===== src/rtl/ram8.sv =====
// ram8: eight-word register file, first memory level of the CPU data path.
// The load strobe is demultiplexed by address to one of eight WIDTH-bit
// registers, and the read port is an 8-way combinational multiplex.
// Optional build macro: RAM8_WRITE_THROUGH_EN. When it is defined, a write
// cycle shows the incoming data on out before the edge. When it is undefined,
// out shows the old word until the edge.
`timescale 1ns/1ps

module ram8 #(
  parameter int unsigned WIDTH = 16
) (
  input  logic             clk,
  input  logic             reset,
  input  logic [WIDTH-1:0] in,
  input  logic             load,
  input  logic [2:0]       address,
  output logic [WIDTH-1:0] out
);

  localparam int unsigned DEPTH = 8;

  logic [WIDTH-1:0] word [DEPTH];
  logic [DEPTH-1:0] ld;
  logic [WIDTH-1:0] rd_word;

  // 1:8 demux of the load strobe; at most one enable is high
  always_comb begin
    ld          = '0;
    ld[address] = load;
  end

  // Load-enabled word registers; asynchronous reset clears every word
  always_ff @(posedge clk or posedge reset) begin
    if (reset) begin
      for (int unsigned i = 0; i < DEPTH; i++) begin
        word[3'(i)] <= '0;
      end
    end else begin
      for (int unsigned i = 0; i < DEPTH; i++) begin
        if (ld[3'(i)]) begin
          word[3'(i)] <= in;
        end
      end
    end
  end

  // 8:1 read multiplex with zero-cycle latency from address
  always_comb begin
    rd_word = word[address];
  end

`ifdef RAM8_WRITE_THROUGH_EN
  // Read port with bypass: a write in progress shows the incoming data
  always_comb begin
    out = rd_word;
    if (load && !reset) begin
      out = in;
    end
  end
`else
  // Read port: a write in progress still shows the old word until the edge
  always_comb begin
    out = rd_word;
  end
`endif

endmodule

===== config.mk =====
export PLATFORM = sky130hd
export DESIGN_NAME = ram8
export DESIGN_NICKNAME = d
export VERILOG_FILES = /design/src/rtl/ram8.sv
export SDC_FILE = /design/constraint.sdc
export NUM_CORES = 1
export LEC_CHECK = 0
export CAP_MARGIN = 10
export CORE_MARGIN = 2
export CORE_UTILIZATION = 30
export CTS_CLUSTER_DIAMETER = 150
export DETAILED_ROUTE_END_ITERATION = 8
export GPL_ROUTABILITY_DRIVEN = 0
export MAX_ROUTING_LAYER = met4
export PLACE_DENSITY_LB_ADDON = 0.12
export SLEW_MARGIN = 10
export SYNTH_ARGS = -nofsm -noshare
export SYNTH_HDL_FRONTEND = slang
export SYNTH_SLANG_ARGS = --single-unit

===== constraint.sdc =====
create_clock -name clk -period 6.4 [get_ports clk]
set_clock_uncertainty 0.15 [all_clocks]
set_input_delay 0.64 -clock clk [delete_from_list [all_inputs] [get_ports clk]]
set_output_delay 0.64 -clock clk [all_outputs]
set_load 0.03 [all_outputs]

# ---- Word level (Yosys, flattened, before mapping)
# Cells that the tools add are included.
# W data, S select, Z words.
dict set report totals {
  ff_bits 128
  inputBits 22
  out_inout_bits 16
  elab_cells 19
}
dict set report op_classes {
  order_cmp 3
  mux 5
  bitwise_logic 2
  reduce_logical 1
}
# operator n
set op_table {}
lappend op_table {{$bmux W16 S3} 1}
lappend op_table {{$mux W16} 2}
lappend op_table {{$and A8 B8 Y8} 1}
lappend op_table {{$ge A4 B4 Y1 const B} 1}
lappend op_table {{$lt A3 B4 Y1 const B} 1}
lappend op_table {{$not A3 Y4} 1}
lappend op_table {{$demux W1 S3} 1}
lappend op_table {{$ge A3 B1 Y1 const B} 1}
lappend op_table {{$logic_and A1 B1 Y1} 1}
lappend op_table {{$mux W1} 1}

# ---- Logic depth before layout (Yosys ltp)
dict set report depth {
  ltp_word 5
  depth_mapped 5
  mapped_depth_nobuf 2
}

# ---- Least setup slack after synthesis
# No wires, ideal clock.
dict set report synth_path {
  path_kind {in2out}
  startpoint {input address[0]}
  endpoint {output out[11]}
  t_arrival_ps 1794
  required_ps 5610
  setup_slack_ps 3816
  cell_stages 4
  n_path_buf 2
  path_cell_list {buf_6 buf_12 mux4_1 mux2_2}
}
dict set report synth_between {
  elab_chain_len 4
}
# item line_no
set synth_lines {}
lappend synth_lines {{from (decl)} 16} ;# input logic [2:0] address,
lappend synth_lines {{$not A3 Y4 (not written as such)} 49} ;# rd_word = word[address];
lappend synth_lines {{$bmux W16 S3} 49}
lappend synth_lines {{$mux W16 (not written as such) (2 in series)} 49}
lappend synth_lines {{to (decl)} 17} ;# output logic [WIDTH-1:0] out
# No other way between the ends. The select of a mux whose other input is x is not followed.

# ---- Final worst setup path
dict set report layout_path {
  startpoint {input address[2]}
  endpoint {output out[9]}
}
# The elaborated chain is that of the path after synthesis.

==> results.cfg <==
[sta]
finalCriticalPeriod_ns = 3.89
slew_viol_final = 0
hold_viol = 0
timing.fmax_ghz = 0.257
timing.final.crit_share_pct = 60.8
rsz0062_at_grt = no
slew_headroom_pct = 40.3
setup_tns_ns = 0
setup_violations = 0
worst_pin_slew_ns = 0.895

[global_routing]
grt_overflow = 0
grt_max_degree = 71
grt_pass1_wl_microns = 20800
antenna_found_initial = 0
grt_pass1_vias = 3526
grt_usage_pct = 13.4

[final_layout]
reg_top3 = word (128)
top_register = word
drive_gt1_share_pct = 49.5
area_growth_syn_to_layout_pct = 18.3
fin_nets = 396
antenna_cells = 0
largest_reg_flops = 128
fillerInstances = 1860
stdcell_count = 651
layout_common_cells = mux2_2 (144), dfrtp_1 (128), clkdlybuf4s50_1 (35)
final_common_cell = mux2_2

[synth]
synth_compound_area_share_pct = 0
synth_area_per_cell_sq_um = 18.0
synth_area_sq_um = 6040
syn_inst = 335
synth.distinct_cells = 14
synth_seq_cells = 128
synth_top_family_by_area = multiplexers
synthXorXnorAreaFrac_pct = 0
synthSimpleGateAreaFrac_pct = 2.55
syn_nets = 357
seq_area_frac_synth_pct = 53.0
yosysTopAreaCell = dfrtp_1
muxShareOfSynthArea_pct = 40.5
yosys_warnings = 0
synthTopCellsByArea = dfrtp_1 (53%), mux2_2 (27%), mux4_1 (12%)
synth_top_area_share_pct = 53.0
synth_fa_ha_area_share_pct = 0

[critical_path]
crit_path_cell_trace = buf_2 -> buf_4 -> mux4_1 -> mux2_2 -> clkdlybuf4s50_1
required_ns = 5.61
slowest_stage = clkdlybuf4s50_1
crit_path_end_kind = output port
crit_type = in -> out
start_kind = input pin
critPathArrivalTime_ns = 3.10
r2r-start = word[12]$_DFFE_PP0P_
max_stage_delay_ns = 0.60
crit_start = address[2]
crit_path_max_fanout = 24

[clock_tree]
clock-root-buffer = clkbuf_16
cts_resized = 0
tritoncts = yes
ctsHoldBuffers = 0
clockBufferDepth = 2
path_clk_slew_ns = 0.05
worstSkewPairLatency_ns = 0.41
cts_buffers = 17
postCtsSetupRepairBufs = 0
cts_sinks = 128
htreeDepth = 4

[floorplanning]
start_util_pct = 30.9
fp.dieH_microns = 146
io_pins = 38
dieArea_sq_um = 21300
coreArea_sq_um = 19600
rows = 51
die_width_microns = 146

[routing]
routed_wl_microns = 12900
drtIter0Drc = 90
route.antenna.remaining_nets = 0
drc_errors = 0
post_drt_wl_per_cell_microns = 19.8
vias = 3171
via_per_inst = 4.87
first_pass_iters = 4

[worst_hold_path]
min_from = word[20]$_DFFE_PP0P_
min_path_type = reg -> reg

[place]
post-dp-hpwl_microns = 7310
dp.cells = 620
io_buffers = 37

[outcome]
status = complete, no violations

[pwr]
p_per_area_nw_per_um2 = 357
ir_drop_v = 0.000177
p_leak_nw = 3.01
power.total_mw = 2.55

[run]
max-cap-violations = 0
## worst max-delay path, delay by kind of cell
family   cells  cell delay [ns]
mux          2             0.89
buf+inv      3             1.57
## synthesized netlist by cell type (all sizes together)
master / number
clkbuf: 4
nor4b: 1
mux4: 32
mux2: 144
buf: 18
and4bb: 3
inv: 1
nand4b: 3
nand4: 1
dfrtp: 128
## layout make-up
cell class | instances | area [sq um] | area share, %
Sequential cell | 128 | 3200 | 44.8
Multi-Input combinational cell | 184 | 2600 | 36.4
Clock buffer | 26 | 509 | 7.12
Timing Repair Buffer | 42 | 398 | 5.57
Tap cell | 265 | 332 | 4.64
Clock inverter | 5 | 100 | 1.40
Inverter | 1 | 6.26 | 0.0875
## power by group
group | internal [mW] | switching (mW)
Combinational | 0.295 | 0.197
Sequential | 0.988 | 0.0782
Clock | 0.661 | 0.332
Total | 1.95 | 0.607
## per-layer routing
metal	up-vias	track usage, %	wire length (microns)
met5	-	-	0
met4	0	4.56	125
met3	9	3.01	377
met2	54	20.9	6200
met1	1726	17.2	6220
li1	1382	-	-
## stage by stage
stage	hold WS, ns	area [sq um]	utilization [%]	setup WS (ns)
6_report	0.344	7150	36.5	2.51
5_1_grt	0.352	7150	36.5	2.41
4_1_cts	0.347	7150	36.5	2.46
3_5_place_dp	0.335	6540	33.4	2.46
3_3_place_gp	0.330	6540	33.4	2.46
2_1_floorplan	0.320	6040	-	2.20
## logic make-up after synthesis
family        after synthesis
mux                       176
flops                     128
buf+inv                    23
simple gates                8
## path summary, 6_finish.rpt
| path | to | slack (ns) | cells after the start |
|---|---|---|---|
| setup / recovery | out[9] | 2.51 | 5 |
| hold / removal | word[20]$_DFFE_PP0P_ | 0.34 | 1 |
| setup reg to reg | word[12]$_DFFE_PP0P_ | 5.49 | 1 |
| hold reg to reg | word[20]$_DFFE_PP0P_ | 0.34 | 1 |
| max in group asynchronous | word[96]$_DFFE_PP0P_ | 4.13 | 3 |
| min in group asynchronous | word[120]$_DFFE_PP0P_ | 0.57 | 2 |
Note: power is estimated with default switching activity, not from simulation.
